## config.mk

```make
export PLATFORM = sky130hd
export DESIGN_NAME = pc_gen
export DESIGN_NICKNAME = d
export VERILOG_FILES = /design/src/rtl/pc_pkg.sv /design/src/rtl/pc_hist_shift.sv /design/src/rtl/pc_gen.sv
export SDC_FILE = /design/constraint.sdc
export NUM_CORES = 1
export LEC_CHECK = 0
export CAP_MARGIN = 0
export CORE_MARGIN = 3
export CORE_UTILIZATION = 35
export CTS_BUF_LIST = sky130_fd_sc_hd__clkbuf_16
export CTS_CLUSTER_DIAMETER = 200
export DETAILED_ROUTE_END_ITERATION = 7
export HOLD_SLACK_MARGIN = 0.02
export SYNTH_ARGS = -nofsm -noshare
export SYNTH_HDL_FRONTEND = slang
export SYNTH_HIERARCHICAL = 1
export SYNTH_SLANG_ARGS = --single-unit
```

## constraint.sdc

```tcl
create_clock -name clk -period 4.3 [get_ports clk]
set_input_delay 0.86 -clock clk [delete_from_list [all_inputs] [get_ports clk]]
set_output_delay 0.86 -clock clk [all_outputs]
set_load 0.02 [all_outputs]
```

## src/rtl/pc_pkg.sv

```systemverilog
// pc_pkg: shared types and default constants for the program-counter generator
package pc_pkg;
  typedef enum logic {BOOT, RUN} state_t;
  typedef enum logic [1:0] {RD_NONE, RD_BR, RD_TRAP} rd_kind_t;
  localparam logic [63:0] DEF_RESET_VEC = 64'h8000_0000;
  localparam int DEF_INST_BYTES = 4;
endpackage

```

## src/rtl/pc_hist_shift.sv

```systemverilog
// pc_hist_shift: shift register of accepted PCs with per-entry valid bits, entry 0 newest
module pc_hist_shift #(
  parameter int XLEN = 64,
  parameter int HIST_DEPTH = 2
) (
  input  logic                       clk,
  input  logic                       rst,
  input  logic                       shift_en,
  input  logic [XLEN-1:0]            din,
  output logic [HIST_DEPTH*XLEN-1:0] hist,
  output logic [HIST_DEPTH-1:0]      hist_valid
);
  logic [XLEN-1:0] hist_q [HIST_DEPTH];
  always_ff @(posedge clk)
    if (rst) begin
      for (int i = 0; i < HIST_DEPTH; i++) hist_q[i] <= '0;
      hist_valid <= '0;
    end else if (shift_en) begin
      hist_q[0] <= din;
      hist_valid[0] <= 1'b1;
      for (int i = 1; i < HIST_DEPTH; i++) begin
        hist_q[i] <= hist_q[i-1];
        hist_valid[i] <= hist_valid[i-1];
      end
    end
  for (genvar g = 0; g < HIST_DEPTH; g++) begin : g_flat
    assign hist[g*XLEN +: XLEN] = hist_q[g];
  end
endmodule

```

## src/rtl/pc_gen.sv

```systemverilog
// pc_gen: fetch PC generator with prioritised redirects, stall-time redirect buffering and PC history
module pc_gen
  import pc_pkg::*;
#(
  parameter int          XLEN       = 64,
  parameter logic [63:0] RESET_VEC  = DEF_RESET_VEC,
  parameter int          INST_BYTES = DEF_INST_BYTES,
  parameter int          HIST_DEPTH = 2
) (
  input  logic                       clk,
  input  logic                       rst,
  input  logic                       stall,
  input  logic                       br_valid,
  input  logic [XLEN-1:0]            br_pc,
  input  logic                       trap_valid,
  input  logic [XLEN-1:0]            trap_pc,
  output logic                       req_valid,
  output logic [XLEN-1:0]            req_pc,
  input  logic                       req_ready,
  output logic [HIST_DEPTH*XLEN-1:0] pc_hist,
  output logic [HIST_DEPTH-1:0]      hist_valid,
  output logic                       misalign
);
  localparam int LSB = $clog2(INST_BYTES);
  localparam logic [XLEN-1:0] RST_PC = XLEN'(RESET_VEC);
  state_t state_q, state_d;
  rd_kind_t pend_q, pend_d;
  logic [XLEN-1:0] pc_q, pc_d, pend_pc_q, pend_pc_d, tgt;
  logic redir, accept, misalign_d;
  assign req_valid = state_q == RUN && !stall;
  assign req_pc = pc_q;
  assign accept = req_valid && req_ready;
  assign redir = trap_valid || br_valid || pend_q != RD_NONE;
  assign tgt = trap_valid ? trap_pc : br_valid ? br_pc : pend_pc_q;
  always_comb begin
    state_d = RUN;
    pc_d = pc_q;
    pend_d = pend_q;
    pend_pc_d = pend_pc_q;
    misalign_d = 1'b0;
    if (stall) begin
      if (trap_valid) begin
        pend_d = RD_TRAP;
        pend_pc_d = trap_pc;
      end else if (br_valid && pend_q != RD_TRAP) begin
        pend_d = RD_BR;
        pend_pc_d = br_pc;
      end
    end else if (redir) begin
      pc_d = tgt;
      pend_d = RD_NONE;
      misalign_d = |tgt[LSB-1:0];
    end else if (accept) begin
      pc_d = pc_q + XLEN'(INST_BYTES);
    end
  end
  always_ff @(posedge clk)
    if (rst) begin
      state_q <= BOOT;
      pc_q <= RST_PC;
      pend_q <= RD_NONE;
      pend_pc_q <= '0;
      misalign <= 1'b0;
    end else begin
      state_q <= state_d;
      pc_q <= pc_d;
      pend_q <= pend_d;
      pend_pc_q <= pend_pc_d;
      misalign <= misalign_d;
    end
  pc_hist_shift #(.XLEN(XLEN), .HIST_DEPTH(HIST_DEPTH)) u_hist (
    .clk(clk),
    .rst(rst),
    .shift_en(accept),
    .din(req_pc),
    .hist(pc_hist),
    .hist_valid(hist_valid)
  );
endmodule

```

==> results of run 1 <==
-- area by class of cell --
type                    instances  area (um2)
flip-flops and latches        262        6526
clock buffers                  31       775.7
repair buffers                363        3598
multi-input cells            1033        6327
fillers                      3555       19450
inverters                      17       63.81
clock inverters                25       286.5
well taps                     511       639.4
-- logic make-up after synthesis --
group           share of synthesized area [%]
simple gates                            25.30
compound gates                          15.92
flops                                   48.69
buf+inv                                 4.340
mux                                     5.657
fa+ha+maj                             0.09333
-- placed cells by master (no fill, tap or decap), types with 32 or more instances in the layout --
master             n
dfxtp_1          134
and2_1            42
a31oi_1           46
o21ai_0           68
mux2i_1           60
and2_2            90
nor2_1            67
a21oi_1           56
nand3_1          107
edfxtp_1         128
buf_4             32
nand2_1          185
clkdlybuf4s50_1  325
-- where the power goes --
part           total [W]  leakage [nW]  switching [W]  internal [W]
Clock            0.00274         0.526        0.00108       0.00167
Combinational    0.00108          3.58       0.000604      0.000476
Sequential       0.00291          2.45       0.000146       0.00277
-- synth_stat cells (all sizes together), types with 30 or more instances --
library cell,n
nand2,185
edfxtp,128
nor4,30
nand3,107
a21oi,57
clkbuf,89
o21ai,69
and2,132
mux2i,60
nor2,67
dfxtp,134
a31oi,46
-- state kept, by name, indices dropped and copies added, names as in the netlist --
name and count:
u_hist/hist_q 128, pend_pc_q 64, req_pc 64, pend_q 2, u_hist/hist_valid 2, misalign 1, state_q 1
-- routing by layer --
metal	wire length [um]	vias up	track usage, %	share of wire, %
met5	0	-	0	0
met4	1056	0	5.133	2.3
met3	4009	69	3.818	8.6
met2	19830	595	32.24	43
met1	21670	5874	33.49	47
li1	-	5883	-	-
-- through the flow --
stage	worst slack [ps]	hold WS [ps]
finish	1138	477.5
global route	1042	493.3
CTS	1205	479.4
detailed placement	1035	470.6
global placement	1053	461.1
floorplan	1028	452.9
-- how the worst max path moves through the flow --
stage	startpoint	endpoint	slack [ps]	cells past startpoint
floorplan	stall	u_hist/hist_q[0][0]	1030	3
global placement	trap_valid	req_pc[40]	1050	6
detailed placement	trap_valid	req_pc[40]	1030	6
CTS	req_pc[6]	req_pc[63]	1210	5
global route	req_pc[6]	req_pc[63]	1040	5
finish	req_pc[6]	req_pc[63]	1140	5
-- worst max-delay path, stage by stage (launching register included) --
cell and delay [ps]:
dfxtp_1 600, nand4_1 330, or4_2 790, nor4_1 850, a21oi_1 200, a211o_1 300
==> out/qor.yml, run 1 <==
status:
  status: "finished, final reports clean"
setup_path:
  r2r_end: "req_pc[63]"
  reg2regPathDepth: 5
  criticalPathCategory: "flip-flop to flip-flop"
  critical_path_required_ps: 4750
  cp.arrival_ps: 3610
  r2r-start: "req_pc[6]"
  worst-path-max-fanout: 11
  r2r_slack_ps: 1140
  startpoint_type: "flip-flop"
  end_kind: "flip-flop"
logic_synthesis:
  async_flop_share_pct: 0
  post-synth-top-area-cell: "edfxtp_1"
  synth_edf_count: 128
  synth_area_leaders: "edfxtp_1, dfxtp_1, nand2_1"
  ys_types: 72
  synthCells: 1431
  synth-main-ff-cell: "dfxtp_1"
  synth_seq_cells: 262
  yosysWarnings: 6
  avgSynthCellArea_um2: 9.367
  syn-num-nets: 1566
  seq_area_frac_synth_pct: 48.69
  synth_top_area_share_pct: 28.68
  synth_area_um2: 13400
place:
  dp_hpwl_um: 32950
  gp_congestion: 0.9220
  post_dp_cell_area_um2: 17160
  placed_cells: 2186
  portBuffers: 329
clock_tree:
  cts_buffers: 30
  cts-root-buf: "clkbuf_16"
  cts_setup_buffers: 0
  cts.sinks: 262
  postCtsHoldBufs: 0
  clkTransAtPathRegs_ps: 70
  cts_max_level: 1
  clock_latency_ps: 560
  clockBufferDepth: 3
  cts-resized-gates: 0
  tritoncts: "done"
sta:
  skew_ps: 10.85
  rsz0062_at_grt: "no"
  hold_viol: 0
  maxSlewHeadroom_pct: 33.56
  worst_pin_slew_ps: 987.6
  setup-violations-final: 0
  finalSetupTns_ps: 0
  clock.fmax_ghz: 0.3163
  drv_slew: 0
  period_share_pct: 73.53
  period_needed_ps: 3162
route:
  drt_iter0_markers: 1089
  post_drt_wl_per_cell_um: 20.77
  vias_per_cell: 5.540
  final_antenna_net_count: 0
  firstDrtPassIters: 6
  wirelength_um: 46570
  num_vias: 12421
  drc: 0
final_layout:
  final_cell_count_no_fill: 2242
  fin_nets: 1842
  fin_util_pct: 48.37
  syn_to_final_growth_pct: 35.91
  fin_area_um2: 18220
  drive_gt1_share_pct: 12.65
  n_antenna_cell: 0
floorplan:
  boundaryPins: 330
  rows: 71
  die_h_um: 201.7
  die_x_um: 201.7
  dieArea_um2: 40680
  core_um2: 37670
  initial_core_util_pct: 35.59
power_and_ir_drop:
  leakage_nw: 6.548
  peakVddDrop_mv: 0.2330
  p_total_w: 0.006737
  power_density_nw_per_um2: 369.8
min_path:
  min_from: "pend_pc_q[13]"
  hold_class: "flip-flop to flip-flop"
  worst_hold_path.num_cells: 2
  whs_endpoint: "pend_pc_q[13]"
job:
  drv_cap: 0
global_route:
  grt_max_degree: 103
  grt_use_total_pct: 21.92
  antenna_found_initial: 1
  grt_overflow: 0
  grt_pass1_vias: 11735
  grt_pass1_wl_um: 71370
No activity file was read; power rests on OpenSTA's default activity.
==> run 2: changes to the inputs <==
==> constraint.sdc (replaced) <==
create_clock -name clk -period 2.97 [get_ports clk]
set_input_delay 0.594 -clock clk [delete_from_list [all_inputs] [get_ports clk]]
set_output_delay 0.594 -clock clk [all_outputs]
set_load 0.02 [all_outputs]
==> out/qor.yml, run 2 (synthesis results as in run 1) <==
sta:
  setup-violations-final: 0
  setup_ws_ps: 245.0
  hold_viol: 0
  maxSlewHeadroom_pct: 45.42
  period_share_pct: 91.75
  period_needed_ps: 2725
  worst_pin_slew_ps: 811.2
  drv_slew: 0
  rsz0062_at_grt: "no"
  clock.fmax_ghz: 0.3670
  skew_ps: 20.92
  finalSetupTns_ps: 0
clock_tree:
  clockBufferDepth: 3
  cts-resized-gates: 0
  cts.sinks: 262
  tritoncts: "done"
  cts-root-buf: "clkbuf_16"
  cts_buffers: 30
  cts_setup_buffers: 0
  clkTransAtPathRegs_ps: 60
  cts_max_level: 1
  clock_latency_ps: 560
  postCtsHoldBufs: 0
setup_path:
  worst-path-max-fanout: 8
  r2r_end: "req_pc[58]"
  startpoint: "req_pc[32]"
  cp.arrival_ps: 3210
  critical_path_required_ps: 3460
  reg2regPathDepth: 7
  r2r_slack_ps: 240
  criticalPathCategory: "flip-flop to flip-flop"
  startpoint_type: "flip-flop"
  end_kind: "flip-flop"
  r2r-start: "req_pc[32]"
floorplan:
  boundaryPins: 330
  dieArea_um2: 40680
  initial_core_util_pct: 35.59
  core_um2: 37670
  die_x_um: 201.7
  die_h_um: 201.7
  rows: 71
place:
  place_ws_ps: 171.1
  dp_hpwl_um: 35100
  portBuffers: 329
  gp_congestion: 0.9051
route:
  drt_iter0_markers: 1232
  wirelength_um: 48240
  final_antenna_net_count: 0
  num_vias: 12900
  firstDrtPassIters: 6
  drc: 0
  post_drt_wl_per_cell_um: 20.91
  vias_per_cell: 5.592
min_path:
  hold_class: "input port to flip-flop"
  whs_endpoint: "req_pc[48]"
  worst_hold_path.num_cells: 2
  min_from: "rst"
final_layout:
  final_common_cell: "clkdlybuf4s50_1"
  drive_gt1_share_pct: 15.70
  final_cell_mix: "clkdlybuf4s50_1, nand2_1, dfxtp_1"
  fin_util_pct: 49.60
  largest-register: "u_hist/hist_q"
  n_antenna_cell: 0
  fin_nets: 1907
  largest_register_ffs: 128
  syn_to_final_growth_pct: 39.39
global_route:
  grt_pass1_wl_um: 74440
  antenna_found_initial: 1
  grt_use_total_pct: 22.74
  grt_pass1_vias: 12164
  grt_overflow: 0
  grt_max_degree: 99
power_and_ir_drop:
  power_density_nw_per_um2: 516.8
  leakage_nw: 6.858
  peakVddDrop_mv: 0.4369
job:
  drv_cap: 0
status:
  status: "finished, final reports clean"
-- run 2: cell count changes in the layout (fill, tap and decap cells not counted) --
cell,change
inv_1,+1
buf_4,+62
inv_6,-1
clkinvlp_4,-1
clkinvlp_2,+2
buf_12,+3
clkinv_1,+1
bufinv_16,-2
-- run 2: area by class of cell --
type	instances	area (um2)
multi-input cells	1033	6327
clock inverters	25	227.7
fillers	3570	18980
inverters	17	63.81
repair buffers	428	4124
well taps	511	639.4
clock buffers	31	775.7
flip-flops and latches	262	6526
-- run 2: through the flow --
stage	power (W)	cell area [um2]	cells	hold slack (ps)
4_1_cts	0.009728	18680	2307	368.1
2_1_floorplan	0.005025	13410	1431	452.9
5_1_grt	0.01003	18680	2307	378.4
6_report	0.009656	18680	2307	378.6
3_5_place_dp	0.005933	17680	2251	466.3
3_3_place_gp	0.005910	17680	2251	461.0
-- run 2: routing by layer --
layer	up-vias	wire [um]	track usage, %
met5	-	0	0
met4	0	1033	4.784
met3	68	4102	4.190
met2	651	20570	33.97
met1	6178	22530	34.34
li1	6003	-	-
-- run 2: worst max-delay path by stage --
stage                            end  cells past startpoint  slack [ps]
after floorplan           req_pc[59]                      7         220
after global placement    req_pc[60]                      6         180
after detailed placement  req_pc[60]                      6         170
after CTS                 req_pc[61]                      6         290
after global routing      req_pc[62]                      7         160
final                     req_pc[58]                      7         240
-- run 2: critical path, cell delays in order (launching register included) --
cell      delay, ps
dfxtp_1         530
nand4_1         190
buf_4           210
nor4_1          720
nand4_1         170
buf_4           230
or4_1           500
o211ai_1        100
-- run 2: where the power goes --
| group | switching, W | internal [W] |
|---|---|---|
| Combinational | 0.000960 | 0.000752 |
| Sequential | 0.000147 | 0.00401 |
| Clock | 0.00156 | 0.00223 |
| Total | 0.00266 | 0.00699 |
==> run 3: changes to the inputs <==
--- a/config.mk
+++ b/config.mk
@@ -11,6 +11,7 @@
 export CTS_BUF_LIST = sky130_fd_sc_hd__clkbuf_16
 export CTS_CLUSTER_DIAMETER = 200
 export DETAILED_ROUTE_END_ITERATION = 7
+export GPL_TIMING_DRIVEN = 0
 export HOLD_SLACK_MARGIN = 0.02
 export SYNTH_ARGS = -nofsm -noshare
 export SYNTH_HDL_FRONTEND = slang
==> out/qor.yml, run 3 (synthesis results as in run 1) <==
final_layout:
  drive_gt1_share_pct: 12.09
  largest-register: "u_hist/hist_q"
  largest_register_ffs: 128
  fin_util_pct: 49.15
  final_cell_count_no_fill: 2331
  fin_nets: 1931
  fin_area_um2: 18510
  final_common_cell: "clkdlybuf4s50_1"
  syn_to_final_growth_pct: 38.11
  final_cell_mix: "clkdlybuf4s50_1, nand2_1, dfxtp_1, edfxtp_1, nand3_1"
  nFillCells: 3610
  n_antenna_cell: 0
setup_path:
  cp.arrival_ps: 3380
  critical_path_required_ps: 3400
  cp_cell_sequence: "clkdlybuf4s50_1, buf_2, buf_2, buf_2, mux2i_1, o21ai_1, nor2_1, nor3_1"
  startpoint_type: "input port"
  worst-path-max-fanout: 10
  end_kind: "flip-flop"
  path_common_cell: "buf_2"
  criticalPathCategory: "input port to flip-flop"
  slowest_delay_ps: 650
  slowest_stage: "clkdlybuf4s50_1"
  r2r_slack_ps: 60
global_route:
  grt_pass1_vias: 12916
  grt_overflow: 0
  antenna_found_initial: 2
  grt_max_degree: 68
  grt_pass1_wl_um: 82570
  grt_use_total_pct: 25.98
place:
  dp_hpwl_um: 41060
  placed_cells: 2271
  post_dp_cell_area_um2: 17360
  gp_congestion: 0.9380
  portBuffers: 328
route:
  vias_per_cell: 5.756
  num_vias: 13417
  drc: 2
  final_antenna_net_count: 0
  wirelength_um: 55090
  drt_iter0_markers: 1502
  firstDrtPassIters: 8
  post_drt_wl_per_cell_um: 23.63
clock_tree:
  cts_max_level: 1
  clockBufferDepth: 3
  tritoncts: "done"
  cts_buffers: 30
  clkTransAtPathRegs_ps: 60
  cts-root-buf: "clkbuf_16"
  cts.sinks: 262
  clock_latency_ps: 560
  postCtsHoldBufs: 0
sta:
  worst_pin_slew_ps: 884.3
  clock.fmax_ghz: 0.3380
  period_share_pct: 99.62
  hold_viol: 0
  rsz0062_at_grt: "yes"
  drv_slew: 0
  period_needed_ps: 2959
  skew_ps: 13.72
  maxSlewHeadroom_pct: 41.05
  setup-violations-final: 0
floorplan:
  die_h_um: 201.7
  boundaryPins: 330
  die_x_um: 201.7
  rows: 71
  dieArea_um2: 40680
  core_um2: 37670
  initial_core_util_pct: 35.59
power_and_ir_drop:
  leakage_nw: 6.669
  power_density_nw_per_um2: 531.3
  peakVddDrop_mv: 0.3538
status:
  status: "complete, but fails checks"
  violations: "DRC"
job:
  drv_cap: 0
min_path:
  hold_class: "flip-flop to flip-flop"
## run 3: changes by cell type in the layout (fill, tap and decap cells not counted), sizes merged
| cell | change |
|---|---|
| clkinvlp | -3 |
| dlygate4sd2 | +1 |
| clkdlybuf4s50 | +2 |
| inv | +2 |
| clkbuf | +91 |
| buf | -71 |
| bufinv | +2 |
| dlygate4sd1 | +1 |
| clkinv | -1 |
## run 3: metrics by stage
stage          power (W)  setup TNS (ps)  hold WS [ps]  worst slack [ps]
6_report        0.009837               0         478.5             11.25
5_1_grt          0.01014          -18.12         493.1            -18.12
4_1_cts         0.009852               0         477.3             5.574
3_5_place_dp    0.005934          -76560         467.1             -1508
3_3_place_gp    0.005911         -127120         461.8             -1520
2_1_floorplan   0.005025               0         452.9             221.5
## run 3: timing repair
action | 4_1_cts | 5_1_grt
setup buffers | 4 | 0
gates resized for setup | 20 | 22
setup endpoints to repair | 51 | 21
pin swaps | 3 | 1
## run 3: routing by layer
layer	vias up	routed length, um	GRT usage [%]
li1	6056	-	-
met2	879	23990	40.18
met3	129	5652	5.274
met1	6353	23640	36.80
met5	-	0	0
met4	0	1809	7.949
## run 3: power by group
group,internal [W],switching (W),total [W]
clock,0.00239,0.00155,0.00394
sequential,0.00401,0.000218,0.00423
combinational,0.000697,0.000974,0.00167
total,0.00710,0.00274,0.00984
## run 3: final timing paths
check | from | end | depth (start not counted)
worst min-delay path | pend_pc_q[8] | pend_pc_q[8] | 2
worst min register to register | pend_pc_q[8] | pend_pc_q[8] | 2
worst max-delay path | br_valid | misalign | 8
worst max register to register | req_pc[45] | req_pc[59] | 7
## run 3: critical path, delay by kind of cell
kind	cells	cell delay, ps
multiplexers	1	130
buffers and inverters	4	1840
AO/OA/AOI/OAI	1	370
AND/OR/NAND/NOR	2	420
## run 3: cell type report
type / count / area (um2) / share of cell area (%)
Clock inverter: 25 / 261.5 / 1.413
Sequential cell: 262 / 6534 / 35.29
Clock buffer: 31 / 775.7 / 4.190
Tap cell: 511 / 639.4 / 3.454
Inverter: 17 / 63.81 / 0.3447
Timing Repair Buffer: 333 / 3339 / 18.04
Buffer: 119 / 540.5 / 2.920
Multi-Input combinational cell: 1033 / 6359 / 34.35
